File: config.mk
export PLATFORM = sky130hd
export DESIGN_NAME = contador_regressivo_mmss_flat
export DESIGN_NICKNAME = d
export VERILOG_FILES = /design/src/rtl/contador_regressivo_mmss_pkg.sv /design/src/rtl/contador_regressivo_mmss_if.sv /design/src/rtl/contador_regressivo_mmss_digito.sv /design/src/rtl/contador_regressivo_mmss.sv /design/src/flat_wrapper.sv
export SDC_FILE = /design/constraint.sdc
export NUM_CORES = 1
export LEC_CHECK = 0
export ABC_AREA = 1
export CAP_MARGIN = 40
export CORE_MARGIN = 5
export CORE_UTILIZATION = 45
export CTS_BUF_LIST = sky130_fd_sc_hd__clkbuf_8
export DETAILED_ROUTE_END_ITERATION = 7
export DONT_BUFFER_PORTS = 1
export PLACE_DENSITY = 0.61
export SLEW_MARGIN = 25
export SYNTH_ARGS = -nofsm -noshare
export SYNTH_HDL_FRONTEND = slang
export SYNTH_SLANG_ARGS = --single-unit
File: constraint.sdc
create_clock -name clk -period 1.9 [get_ports clk]
set_clock_uncertainty 0.2 [all_clocks]
set_input_delay 0.19 -clock clk [delete_from_list [all_inputs] [get_ports clk]]
set_output_delay 0.19 -clock clk [all_outputs]
set_load 0.005 [all_outputs]
File: src/rtl/contador_regressivo_mmss_pkg.sv
// contador_regressivo_mmss_pkg: shared FSM state encoding and BCD constants
package contador_regressivo_mmss_pkg;
    typedef enum logic [1:0] {
        IDLE    = 2'd0,
        RUNNING = 2'd1,
        PAUSED  = 2'd2,
        DONE    = 2'd3
    } state_t;
    localparam logic [3:0] DIGIT_MAX_UNITS = 4'd9;
endpackage

File: src/rtl/contador_regressivo_mmss_if.sv
// contador_regressivo_mmss_if: control strobes, BCD presets and display/status outputs of the timer
// master: drives tick/load/start/pause and load_* presets, observes digits and status
// slave : the timer itself
interface contador_regressivo_mmss_if;
    logic       tick;
    logic       load;
    logic       start;
    logic       pause;
    logic [3:0] load_min_tens;
    logic [3:0] load_min_units;
    logic [3:0] load_sec_tens;
    logic [3:0] load_sec_units;
    logic [3:0] min_tens;
    logic [3:0] min_units;
    logic [3:0] sec_tens;
    logic [3:0] sec_units;
    logic       running;
    logic       zero;
    logic       done;
    modport master (
        output tick, load, start, pause,
        output load_min_tens, load_min_units, load_sec_tens, load_sec_units,
        input  min_tens, min_units, sec_tens, sec_units, running, zero, done
    );
    modport slave (
        input  tick, load, start, pause,
        input  load_min_tens, load_min_units, load_sec_tens, load_sec_units,
        output min_tens, min_units, sec_tens, sec_units, running, zero, done
    );
endinterface

File: src/rtl/contador_regressivo_mmss_digito.sv
// digito_regressivo: one BCD down-counter digit, wraps 0 -> MAX with borrow, saturating load
// clk, clear (sync active-high), load/load_val preset, en borrow-in; q digit, borrow_out = en && q == 0
module digito_regressivo #(
    parameter logic [3:0] MAX = 4'd9
) (
    input  logic       clk,
    input  logic       clear,
    input  logic       load,
    input  logic [3:0] load_val,
    input  logic       en,
    output logic [3:0] q,
    output logic       borrow_out
);
    assign borrow_out = en && q == 4'd0;
    always_ff @(posedge clk)
        q <= clear ? 4'd0 :
             load  ? (load_val > MAX ? MAX : load_val) :
             en    ? (q == 4'd0 ? MAX : q - 4'd1) : q;
endmodule

File: src/rtl/contador_regressivo_mmss.sv
// contador_regressivo_mmss: loadable MM:SS countdown timer with start/pause FSM and terminal pulse
// clk, clear (sync active-high reset); bus (slave): tick/load/start/pause, BCD presets,
// digit outputs, running, zero (count is 00:00), done (one-cycle pulse on run reaching 00:00)
module contador_regressivo_mmss
    import contador_regressivo_mmss_pkg::*;
#(
    parameter int MIN_TENS_MAX = 5,
    parameter int SEC_TENS_MAX = 5
) (
    input logic clk,
    input logic clear,
    contador_regressivo_mmss_if.slave bus
);
    state_t     state;
    logic [3:0] mt, mu, st, su;
    logic       b_su, b_st, b_mu, b_mt;
    logic       load_acc, dec, at_one, preset_zero;
    assign load_acc    = bus.load && state != RUNNING;
    assign dec         = state == RUNNING && bus.tick && !bus.pause;
    // the decrement that lands on 00:00 is the terminal one
    assign at_one      = {mt, mu, st, su} == 16'h0001;
    // saturation never turns a nonzero digit into zero, so the raw presets decide
    assign preset_zero = {bus.load_min_tens, bus.load_min_units, bus.load_sec_tens, bus.load_sec_units} == 16'h0;
    digito_regressivo #(.MAX(DIGIT_MAX_UNITS)) u_su (
        .clk(clk), .clear(clear), .load(load_acc), .load_val(bus.load_sec_units),
        .en(dec), .q(su), .borrow_out(b_su)
    );
    digito_regressivo #(.MAX(4'(SEC_TENS_MAX))) u_st (
        .clk(clk), .clear(clear), .load(load_acc), .load_val(bus.load_sec_tens),
        .en(b_su), .q(st), .borrow_out(b_st)
    );
    digito_regressivo #(.MAX(DIGIT_MAX_UNITS)) u_mu (
        .clk(clk), .clear(clear), .load(load_acc), .load_val(bus.load_min_units),
        .en(b_st), .q(mu), .borrow_out(b_mu)
    );
    // min_tens borrow is never taken: a zero count has already left RUNNING
    digito_regressivo #(.MAX(4'(MIN_TENS_MAX))) u_mt (
        .clk(clk), .clear(clear), .load(load_acc), .load_val(bus.load_min_tens),
        .en(b_mu), .q(mt), .borrow_out(b_mt)
    );
    always_ff @(posedge clk) begin
        if (clear) begin
            state       <= IDLE;
            bus.running <= 1'b0;
            bus.done    <= 1'b0;
            bus.zero    <= 1'b1;
        end else begin
            bus.done <= dec && at_one;
            if (load_acc) begin
                state       <= IDLE;
                bus.running <= 1'b0;
                bus.zero    <= preset_zero;
            end else if (dec && at_one) begin
                state       <= DONE;
                bus.running <= 1'b0;
                bus.zero    <= 1'b1;
            end else if (state == RUNNING && bus.pause) begin
                state       <= PAUSED;
                bus.running <= 1'b0;
            end else if ((state == IDLE || state == PAUSED) && bus.start && !bus.zero) begin
                state       <= RUNNING;
                bus.running <= 1'b1;
            end
        end
    end
    assign bus.min_tens  = mt;
    assign bus.min_units = mu;
    assign bus.sec_tens  = st;
    assign bus.sec_units = su;
endmodule

File: src/flat_wrapper.sv
// flat-port wrapper written by rule: the top's interface ports become plain ports
module contador_regressivo_mmss_flat import contador_regressivo_mmss_pkg::*;
#(
    parameter int MIN_TENS_MAX = 5,
    parameter int SEC_TENS_MAX = 5
)
  (clk, clear, bus_tick, bus_load, bus_start, bus_pause, bus_load_min_tens, bus_load_min_units, bus_load_sec_tens, bus_load_sec_units, bus_min_tens, bus_min_units, bus_sec_tens, bus_sec_units, bus_running, bus_zero, bus_done);
  contador_regressivo_mmss_if bus_i ();
  input logic clk;
  input logic clear;
  input wire logic [$bits(bus_i.tick)-1:0] bus_tick;
  input wire logic [$bits(bus_i.load)-1:0] bus_load;
  input wire logic [$bits(bus_i.start)-1:0] bus_start;
  input wire logic [$bits(bus_i.pause)-1:0] bus_pause;
  input wire logic [$bits(bus_i.load_min_tens)-1:0] bus_load_min_tens;
  input wire logic [$bits(bus_i.load_min_units)-1:0] bus_load_min_units;
  input wire logic [$bits(bus_i.load_sec_tens)-1:0] bus_load_sec_tens;
  input wire logic [$bits(bus_i.load_sec_units)-1:0] bus_load_sec_units;
  output wire logic [$bits(bus_i.min_tens)-1:0] bus_min_tens;
  output wire logic [$bits(bus_i.min_units)-1:0] bus_min_units;
  output wire logic [$bits(bus_i.sec_tens)-1:0] bus_sec_tens;
  output wire logic [$bits(bus_i.sec_units)-1:0] bus_sec_units;
  output wire logic [$bits(bus_i.running)-1:0] bus_running;
  output wire logic [$bits(bus_i.zero)-1:0] bus_zero;
  output wire logic [$bits(bus_i.done)-1:0] bus_done;
  assign bus_i.tick = bus_tick;
  assign bus_i.load = bus_load;
  assign bus_i.start = bus_start;
  assign bus_i.pause = bus_pause;
  assign bus_i.load_min_tens = bus_load_min_tens;
  assign bus_i.load_min_units = bus_load_min_units;
  assign bus_i.load_sec_tens = bus_load_sec_tens;
  assign bus_i.load_sec_units = bus_load_sec_units;
  assign bus_min_tens = bus_i.min_tens;
  assign bus_min_units = bus_i.min_units;
  assign bus_sec_tens = bus_i.sec_tens;
  assign bus_sec_units = bus_i.sec_units;
  assign bus_running = bus_i.running;
  assign bus_zero = bus_i.zero;
  assign bus_done = bus_i.done;
  contador_regressivo_mmss #(.MIN_TENS_MAX(MIN_TENS_MAX), .SEC_TENS_MAX(SEC_TENS_MAX)) u_core (.clk(clk), .clear(clear), .bus(bus_i));
endmodule
Word-level counts from Yosys, hierarchy flattened

Cells that the tools add are included.

$add $sub $neg: 4
Order comparisons: 4
Equal/unequal tests: 4
Muxes and demuxes: 21
Reductions and logical operators: 27

Operator list:

| cell                  | number |
|---|---|
| $mux W4               | 16 |
| $eq A16 B1 Y1 const B | 1 |
| $logic_not A16 Y1     | 1 |
| $logic_not A4 Y1      | 4 |
| $sub A4 B1 Y4 const B | 4 |
| $logic_and A1 B1 Y1   | 10 |
| $reduce_bool A2 Y1    | 5 |
| $gt A4 B3 Y1 const B  | 2 |
| $gt A4 B4 Y1 const B  | 2 |
| $mux W2               | 3 |
| $reduce_or A4 Y1      | 1 |
| $reduce_bool A3 Y1    | 1 |
| $eq A2 B1 Y1 const B  | 1 |
| $eq A2 B2 Y1 const B  | 1 |
| $logic_not A1 Y1      | 2 |
| $logic_not A2 Y1      | 1 |
| $mux W1               | 2 |
| $ne A2 B1 Y1 const B  | 1 |
| $reduce_or A2 Y1      | 1 |
| $logic_or A1 B1 Y1    | 1 |

Register bits: 21
Output and inout port bits: 19
Word-level logic and storage cells: 68

Longest topological paths before layout

Gate-level depths: netlist of run 1.

Depth in word-level cells: 8
Gate-level depth with buffers: 9
Gate-level depth less buffers: 9

Cells and area by module

A second synthesis of run 1 with hierarchy kept.

Cells, all modules: 234
Area, all modules: 1,380.1 µm²

By module, submodules not included:

| module                               | instances | cells an instance | area each (µm²) | sequential area each (µm²) |
|---|---|---|---|---|
| digito_regressivo at u_core.u_mu ... | 2         | 46                | 262.8           | 80.1 |
| digito_regressivo at u_core.u_mt ... | 2         | 37                | 230.2           | 80.1 |
| contador_regressivo_mmss             | 1         | 68                | 394.1           | 100.1 |

Worst setup path before layout of run 1

No wires, ideal clock.

Kind: flip-flop to flip-flop
Start point: reg u_core.u_st.q[0]
End point: reg u_core.u_mu.q[2]
Library setup time: 116 ps
Arrival time: 1,019 ps
Data required time: 1,584 ps
Slack: 565 ps
Stages on the path, launching flop included: 9
Cell sequence: dfxtp_1 -> nor2_2 -> inv_2 -> nor2_4 -> nand3_1 -> nand2_2 -> inv_2 -> nor2_1 -> nor2_1

Longest elaborated chain between the ends: 3

Ends and longest elaborated chain:

| element                             | RTL line                              | text |
|---|---|---|
| start: declaration                  | contador_regressivo_mmss_digito.sv:11 | `output logic [3:0] q,` |
| start signal: assignment            | contador_regressivo_mmss_digito.sv:16 | `q <= clear ? 4'd0 :` |
| $logic_not A4 Y1                    | contador_regressivo_mmss_digito.sv:14 | `assign borrow_out = en && q == 4'd0;` |
| $logic_and A1 B1 Y1                 | contador_regressivo_mmss_digito.sv:14 |  |
| $reduce_bool A2 Y1 (no source line) | --                                    |  |
| end signal: assignment              | contador_regressivo_mmss_digito.sv:16 |  |
| end: declaration                    | contador_regressivo_mmss_digito.sv:11 |  |

Every way passes these cells.
A chain may end at the register's enable or synchronous reset.

Final worst setup path of run 1

Start point: reg u_core.state[1]
End point: reg u_core.u_su.q[2]

Longest elaborated chain between the ends: 4
Elaborated cells between the ends (all ways): 7
Classes of those cells: 2 x eq/ne; 1 x mux; 4 x reduce/logical

Ends and longest elaborated chain:

| element                             | RTL line                              | text |
|---|---|---|
| start: declaration                  | contador_regressivo_mmss.sv:14        | `state_t state;` |
| start signal: assignment            | contador_regressivo_mmss.sv:43        | `state <= IDLE;` |
| start signal: assignment            | contador_regressivo_mmss.sv:50        | `state <= IDLE;` |
| start signal: assignment            | contador_regressivo_mmss.sv:54        | `state <= DONE;` |
| $eq A2 B1 Y1                        | contador_regressivo_mmss.sv:19        | `assign dec = state == RUNNING && bus.tick && !bus.pause;` |
| $logic_and A1 B1 Y1 (2 in series)   | contador_regressivo_mmss.sv:19        |  |
| $reduce_bool A2 Y1 (no source line) | --                                    |  |
| end signal: assignment              | contador_regressivo_mmss_digito.sv:16 |  |
| end: declaration                    | contador_regressivo_mmss_digito.sv:11 |  |

Parallel ways exist; a longest one is shown, timed or not.

==> summary.md, run 1 <==
| Metric | Value |
|---|---|
| Worst rel slew slack | 0.775 |
| Final Max Tran Viols | 0 |
| Final setup violating endpoints | 0 |
| Worst IR Drop VDD | approximately 0.00033 V |
| Synthesized area per cell | between 6 and 7 sq um |
| Die Ht | roughly 65 um |
| Rows | 20 |
| Outcome | completed |
| Number of DRC markers in iteration 0 | about 100 |
| CTS H-tree lvls | 1 |
| Post-layout util | 0.528 |
| CTS root buf | clkbuf_8 |
| Crit Path Category | reg -> reg |
| Max FO, Critical Path | 8 |
| TNS Setup | 0 ns |
| Antenna diode count | 0 |
| Critical Path End Type | register |
| Crit path DAT | ~1.8 ns |
| Initial antenna violation count | 0 |
| WL per Instance | 12.7 um |
| GRT Residual Overflow | 0 |
| Buffers on Ports | 0 |
| Sequential area share after synthesis | 0.307 |
| Post-synthesis cell area | 1370 sq um |
| Worst-margin pin slew | between 0.3 and 0.4 ns |
| Min-delay worst type | in -> reg |
| Clk buf depth | 2 |
| Core ar. | a little under 3000 sq um |
| Hold Worst Slack | 0.00457 ns |
| Ports | 41 |
| 1st-pass router iterations | 4 |
| Hold Fails Final Rpt | 0 |
| Period utilisation layout | 0.932 |
| First-pass GRT wire length | 5.84 mm |
| Area Overhead vs Synth | 14.9% |
| ANT nets after route | 0 |
| Reg clk slew, reported paths | approximately 0.08 ns |
| Final HPWL DP | 2.62 mm |
| Vias | roughly 1300 |
| Chip width | 65.1 um |
| Final Cell Area | 1570 sq um |
| Clk_lat worst skew | ~0.27 ns |
| Starting Density | 0.459 |
| Fmax | between 500 and 600 MHz |
| # nets final | 259 |
| Ratio of cells with drive above 1 in the final layout | 0.136 |
| CTS Buf Count | 3 |
| Post-CTS Setup Bufs | 0 |
| Final GP Congestion | ~0.85 |
| Drt drc | 0 |
| Final worst path period need | between 1.5 and 2 ns |
| CTS tree | built |
| Vias in the first global route | approximately 1300 |
| Syn Inst Count | between 200 and 250 |
| Count of cell types in the netlist | 32 |
| Largest net degree at the start of global routing | 13 |
| Vias/cell | about 4.9 |
| Die area | 4240 sq um |
| Leakage | roughly 0.74 nW |
| P per Cell Area | between 600 and 700 nW/um^2 |
| Worst Setup Start Kind | register |
| GRT Overall Usage | 0.173 |
| DP Area | 1390 sq um |
| Placed Instances | between 200 and 300 |
| # Max-Cap Violations | 0 |
| Final std cells w/o fill | roughly 270 |
| Synth warnings | 0 |
| Seq cells post-synth | 21 |
| CP required | around 1.9 ns |
| RSZ-0062 raised after global routing | no |
| Final wirelength | around 3.4 mm |
| Syn nets | between 200 and 250 |
| Clock sink total | 21 |
cells in the mapped netlist, drive strengths merged:
library cell | count | area share
nand3 | 17 | 0.070
dfxtp | 21 | 0.31
or2 | 1 | 0.0046
a31oi | 2 | 0.0091
nand3b | 1 | 0.0055
a21oi | 6 | 0.025
a21boi | 1 | 0.0055
xor2 | 1 | 0.0064
a211oi | 2 | 0.015
nor2 | 57 | 0.18
o21ai | 17 | 0.062
nor3 | 1 | 0.0037
inv | 30 | 0.082
and3 | 1 | 0.0046
o21bai | 1 | 0.0055
buf | 4 | 0.028
o211ai | 1 | 0.0055
nor3b | 1 | 0.0055
a21o | 1 | 0.0055
nand2 | 55 | 0.17
registers in the layout, summed over array words and instances, names as in the netlist:
name,cells
u_core.u_mu.q,4
u_core.u_st.q,4
u_core.bus.zero,1
u_core.bus.done,1
u_core.u_su.q,4
u_core.state,2
u_core.bus.running,1
u_core.u_mt.q,4
through the flow:
step	power, mW	setup slack [ns]
floorplan	0.728	0.565
detailed placement	0.774	0.354
global placement	0.775	0.390
global route	1.16	0.0182
finish	1.09	0.130
CTS	1.10	0.0924
power breakdown:
part / internal [mW] / switching (mW)
Clock: 0.147 / 0.159
Combinational: 0.108 / 0.165
Sequential: 0.471 / 0.0421
per-layer routing:
layer  part of all wire  vias to the layer above  wire length, um  global-route usage
li1                   -                      723                -                   -
met2               0.45                       30             1530               0.278
met4              0.011                        0               39              0.0466
met3              0.069                        5              235              0.0462
met5                  0                        -                0                   0
met1               0.47                      556             1610               0.230
layout make-up:
cell class,count,area (sq um)
sequential,21,420
clock buffer,3,41.3
clock inverter,1,5.00
tap,33,41.3
timing repair buffer,15,143
multi-input combinational,166,808
fill,304,1410
inverter,30,113
path summary, 6_finish.rpt:
check	endpoint	slack, ns	cells after the start	start
min reg2reg	u_core.state[0]	0.31	2	u_core.state[0]
max	u_core.u_su.q[2]	0.13	7	u_core.state[1]
max reg2reg	u_core.u_su.q[2]	0.13	7	u_core.state[1]
min	u_core.u_mu.q[2]	0.005	4	bus_load_min_units[2]
layout by cell type, fill, tap and decap left out:
cell            n
nor2_1         49
nand2_1        47
inv_1          26
dfxtp_1        21
nand3_1        15
dlygate4sd3_1  12
o21ai_0        11
nand2_2         6
o21ai_1         6
a21oi_1         5
nor2_2          4
inv_2           4
nor2_4          4
clkbuf_8        3
buf_4           3
nand2_4         2
nand3_2         2
a31oi_1         2
or2_2           1
a21oi_2         1
a21boi_0        1
nor3_1          1
a211oi_2        1
nand3b_1        1
nor3b_1         1
and3_1          1
a21o_1          1
o21bai_1        1
o211ai_1        1
a211oi_1        1
xor2_1          1
clkinv_2        1
worst max-delay path, cell delays in order, from the launching register on:
cell and delay (ns):
dfxtp_1 0.36, inv_1 0.06, nand2_2 0.09, nand2_4 0.10, nor2_4 0.11, nand2_1 0.05
dlygate4sd3_1 0.56, a31oi_1 0.17
kinds of logic (layout without fill, tap and decap cells):
family                    count (synthesis)  in the layout  share of synthesized area
DFF                                      21             21                      0.307
buffers and inverters                    34             49                      0.111
xor gates and xnor gates                  1              1                    0.00641
and+or+nand+nor                         134            134                      0.443
AOI/OAI and AO/OA                        31             31                      0.133
repair_timing:
item | in CTS | in global routing
setup endpoints to repair | 0 | 1
hold buffers | 12 | 0
hold endpoints to repair | 10 | 0
gates resized for setup | 0 | 3
Power figures use the tool's default switching activity.
==> run 2: changes to the inputs <==
--- a/config.mk
+++ b/config.mk
@@ -7,12 +7,14 @@
 export LEC_CHECK = 0
 export ABC_AREA = 1
 export CAP_MARGIN = 40
+export CELL_PAD_IN_SITES_DETAIL_PLACEMENT = 2
+export CELL_PAD_IN_SITES_GLOBAL_PLACEMENT = 2
 export CORE_MARGIN = 5
-export CORE_UTILIZATION = 45
+export CORE_UTILIZATION = 33
 export CTS_BUF_LIST = sky130_fd_sc_hd__clkbuf_8
 export DETAILED_ROUTE_END_ITERATION = 7
 export DONT_BUFFER_PORTS = 1
-export PLACE_DENSITY = 0.61
+export PLACE_DENSITY = 0.82
 export SLEW_MARGIN = 25
 export SYNTH_ARGS = -nofsm -noshare
 export SYNTH_HDL_FRONTEND = slang
==> run 2 against run 1 <==
Effect of this change: combinational power increased by 7%; the run now ends with hold timing left; die area increased by 30%; maximum frequency increased by 9.3%; via count increased by 9.5%; worst setup slack improved by 0.15 ns; highest routed layer unchanged; hold slack got worse by 0.0069 ns.
==> summary.md, run 2 (synthesis gave the netlist of run 1 again) <==
| Metric | Value |
|---|---|
| Clock sink total | 21 |
| CP top delay family | simple AND/OR/NAND/NOR gates |
| Final setup violating endpoints | 0 |
| CTS root buf | clkbuf_8 |
| Post-CTS Setup Bufs | 0 |
| GRT Residual Overflow | 0 |
| CTS H-tree lvls | 1 |
| Ports | 41 |
| Core ar. | between 4000 and 5000 sq um |
| CP Buf/Inv Count | 2 |
| Die Ht | roughly 74 um |
| Vias in the first global route | 1623 |
| Final std cells w/o fill | ~280 |
| Drt drc | 0 |
| Reg area | 420 sq um |
| Critical Path Most Common Cell | nor2_1 |
| # Max-Cap Violations | 0 |
| DP Area | 1410 sq um |
| GRT Overall Usage | 0.194 |
| CTS tree | built |
| # nets final | 257 |
| First-pass GRT wire length | 8.11 mm |
| Starting Density | 0.342 |
| Buffers on Ports | 0 |
| ANT nets after route | 0 |
| Outcome | finished with violations |
| Reg2reg start | u_core.state[1] |
| Vias | about 1400 |
| Cells along the critical path | inv_1 -> nand2_2 -> nor2_1 -> nand3_1 -> nand2_2 -> inv_2 -> nor2_1 -> nor2_1 |
| Rows | 23 |
| Clk buf depth | 2 |
| Post-cts repair resize count | 0 |
| TNS Setup | 0 ns |
| Vias/cell | 5.07 |
| Slowest CP cell | dfxtp_1 |
| Ratio of cells with drive above 1 in the final layout | 0.132 |
| CP required | approximately 1.9 ns |
| Crit path DAT | between 1.5 and 2 ns |
| Min-delay worst type | in -> reg |
| Leakage | 0.736 nW |
| Commonest non-fill, non-tap cell in the layout | nor2_1 |
| Critical Path Source | u_core.state[1] |
| RSZ-0062 raised after global routing | no |
| FILL cells | between 400 and 500 |
| 1st-pass router iterations | 4 |
| Final HPWL DP | around 3.5 mm |
| WL per Instance | roughly 17 um |
| Area of the multi-input gates | 796 sq um |
| Clk_lat worst skew | ~0.27 ns |
| Critical Path End Type | register |
| Placed Instances | 270 |
| Setup WS pre-CTS | between 0.3 and 0.4 ns |
| Period utilisation layout | 0.853 |
| Max incr delay on CP | approximately 0.33 ns |
| PnR worst setup slack | 0.280 ns |
| Final worst path period need | approximately 1.6 ns |
| Max FO, Critical Path | 7 |
| Worst Setup Start Kind | register |
| Hold Fails Final Rpt | 1 |
| Largest net degree at the start of global routing | 13 |
| Die area | between 5000 and 6000 sq um |
| Initial antenna violation count | 0 |
| Worst rel slew slack | 0.739 |
| Commonest non-fill, non-tap cells in the layout | 50 x nor2_1, 47 x nand2_1, 26 x inv_1 |
| Number of DRC markers in iteration 0 | 52 |
| Chip width | between 70 and 80 um |
| Failing checks | hold timing |
| Final wirelength | 4.82 mm |
| Worst-margin pin slew | 0.391 ns |
| Hold Crit Start | bus_load_sec_tens[0] |
| Hold Worst Slack | -0.00233 ns |
| Final Cell Area | about 1600 sq um |
| Worst IR Drop VDD | ~0.00030 V |
| Reg clk slew, reported paths | ~0.08 ns |
| Final Max Tran Viols | 0 |
| Fmax | around 620 MHz |
| CTS Buf Count | 3 |
| P per Cell Area | between 700 and 800 nW/um^2 |
| Area Overhead vs Synth | 14.1% |
| Final GP Congestion | 0.771 |
| Antenna diode count | 0 |
| Crit Path Category | reg -> reg |
run 2: cell types whose count changed in the layout (fill, tap and decap cells not counted):
cell,delta
dlygate4sd3_1,-2
nand2_2,+1
nand2_4,-1
nor2_1,+1
nor2_4,-1
run 2: worst register-to-register path, stage by stage, from the launching register on:
cell	delay [ns]
dfxtp_1	0.33
inv_1	0.07
nand2_2	0.07
nor2_1	0.31
nand3_1	0.17
nand2_2	0.16
inv_2	0.05
nor2_1	0.11
nor2_1	0.05
run 2: metal layers:
| layer | up-vias | track usage | share of wire | wire length, um |
|---|---|---|---|---|
| met2 | 33 | 0.333 | 0.48 | 2320 |
| met5 | - | 0 | 0 | 0 |
| met3 | 8 | 0.0432 | 0.060 | 288 |
| met1 | 676 | 0.235 | 0.44 | 2120 |
| li1 | 722 | - | - | - |
| met4 | 0 | 0.0731 | 0.018 | 87 |
run 2: report_power, final:
group          internal [mW]  switching, mW
sequential             0.471         0.0451
combinational          0.105          0.188
clock                  0.147          0.164
run 2: path summary, 6_finish.rpt:
check	slack, ns	depth (start not counted)	to
setup / recovery	0.28	8	u_core.u_mu.q[2]
hold / removal	-0.002	4	u_core.u_st.q[0]
setup reg to reg	0.28	8	u_core.u_mu.q[2]
hold reg to reg	0.31	2	u_core.u_st.q[3]
run 2: area by class of cell:
| type | count | area share |
|---|---|---|
| tap | 50 | 0.0401 |
| clock buffer | 3 | 0.0265 |
| inverter | 30 | 0.0722 |
| sequential | 21 | 0.269 |
| timing repair buffer | 13 | 0.0786 |
| clock inverter | 1 | 0.00321 |
| multi-input combinational | 166 | 0.510 |
run 2: through the flow:
| stage | util | total power [mW] |
|---|---|---|
| finish | 0.390 | 1.12 |
| global route | 0.390 | 1.20 |
| CTS | 0.390 | 1.13 |
| detailed placement | 0.353 | 0.791 |
| global placement | 0.353 | 0.783 |
| floorplan | - | 0.728 |
run 2: timing repair:
item,4_1_cts,5_1_grt
endpoints found under the hold margin,10,0
setup endpoints to repair,0,0
hold buffers,10,0
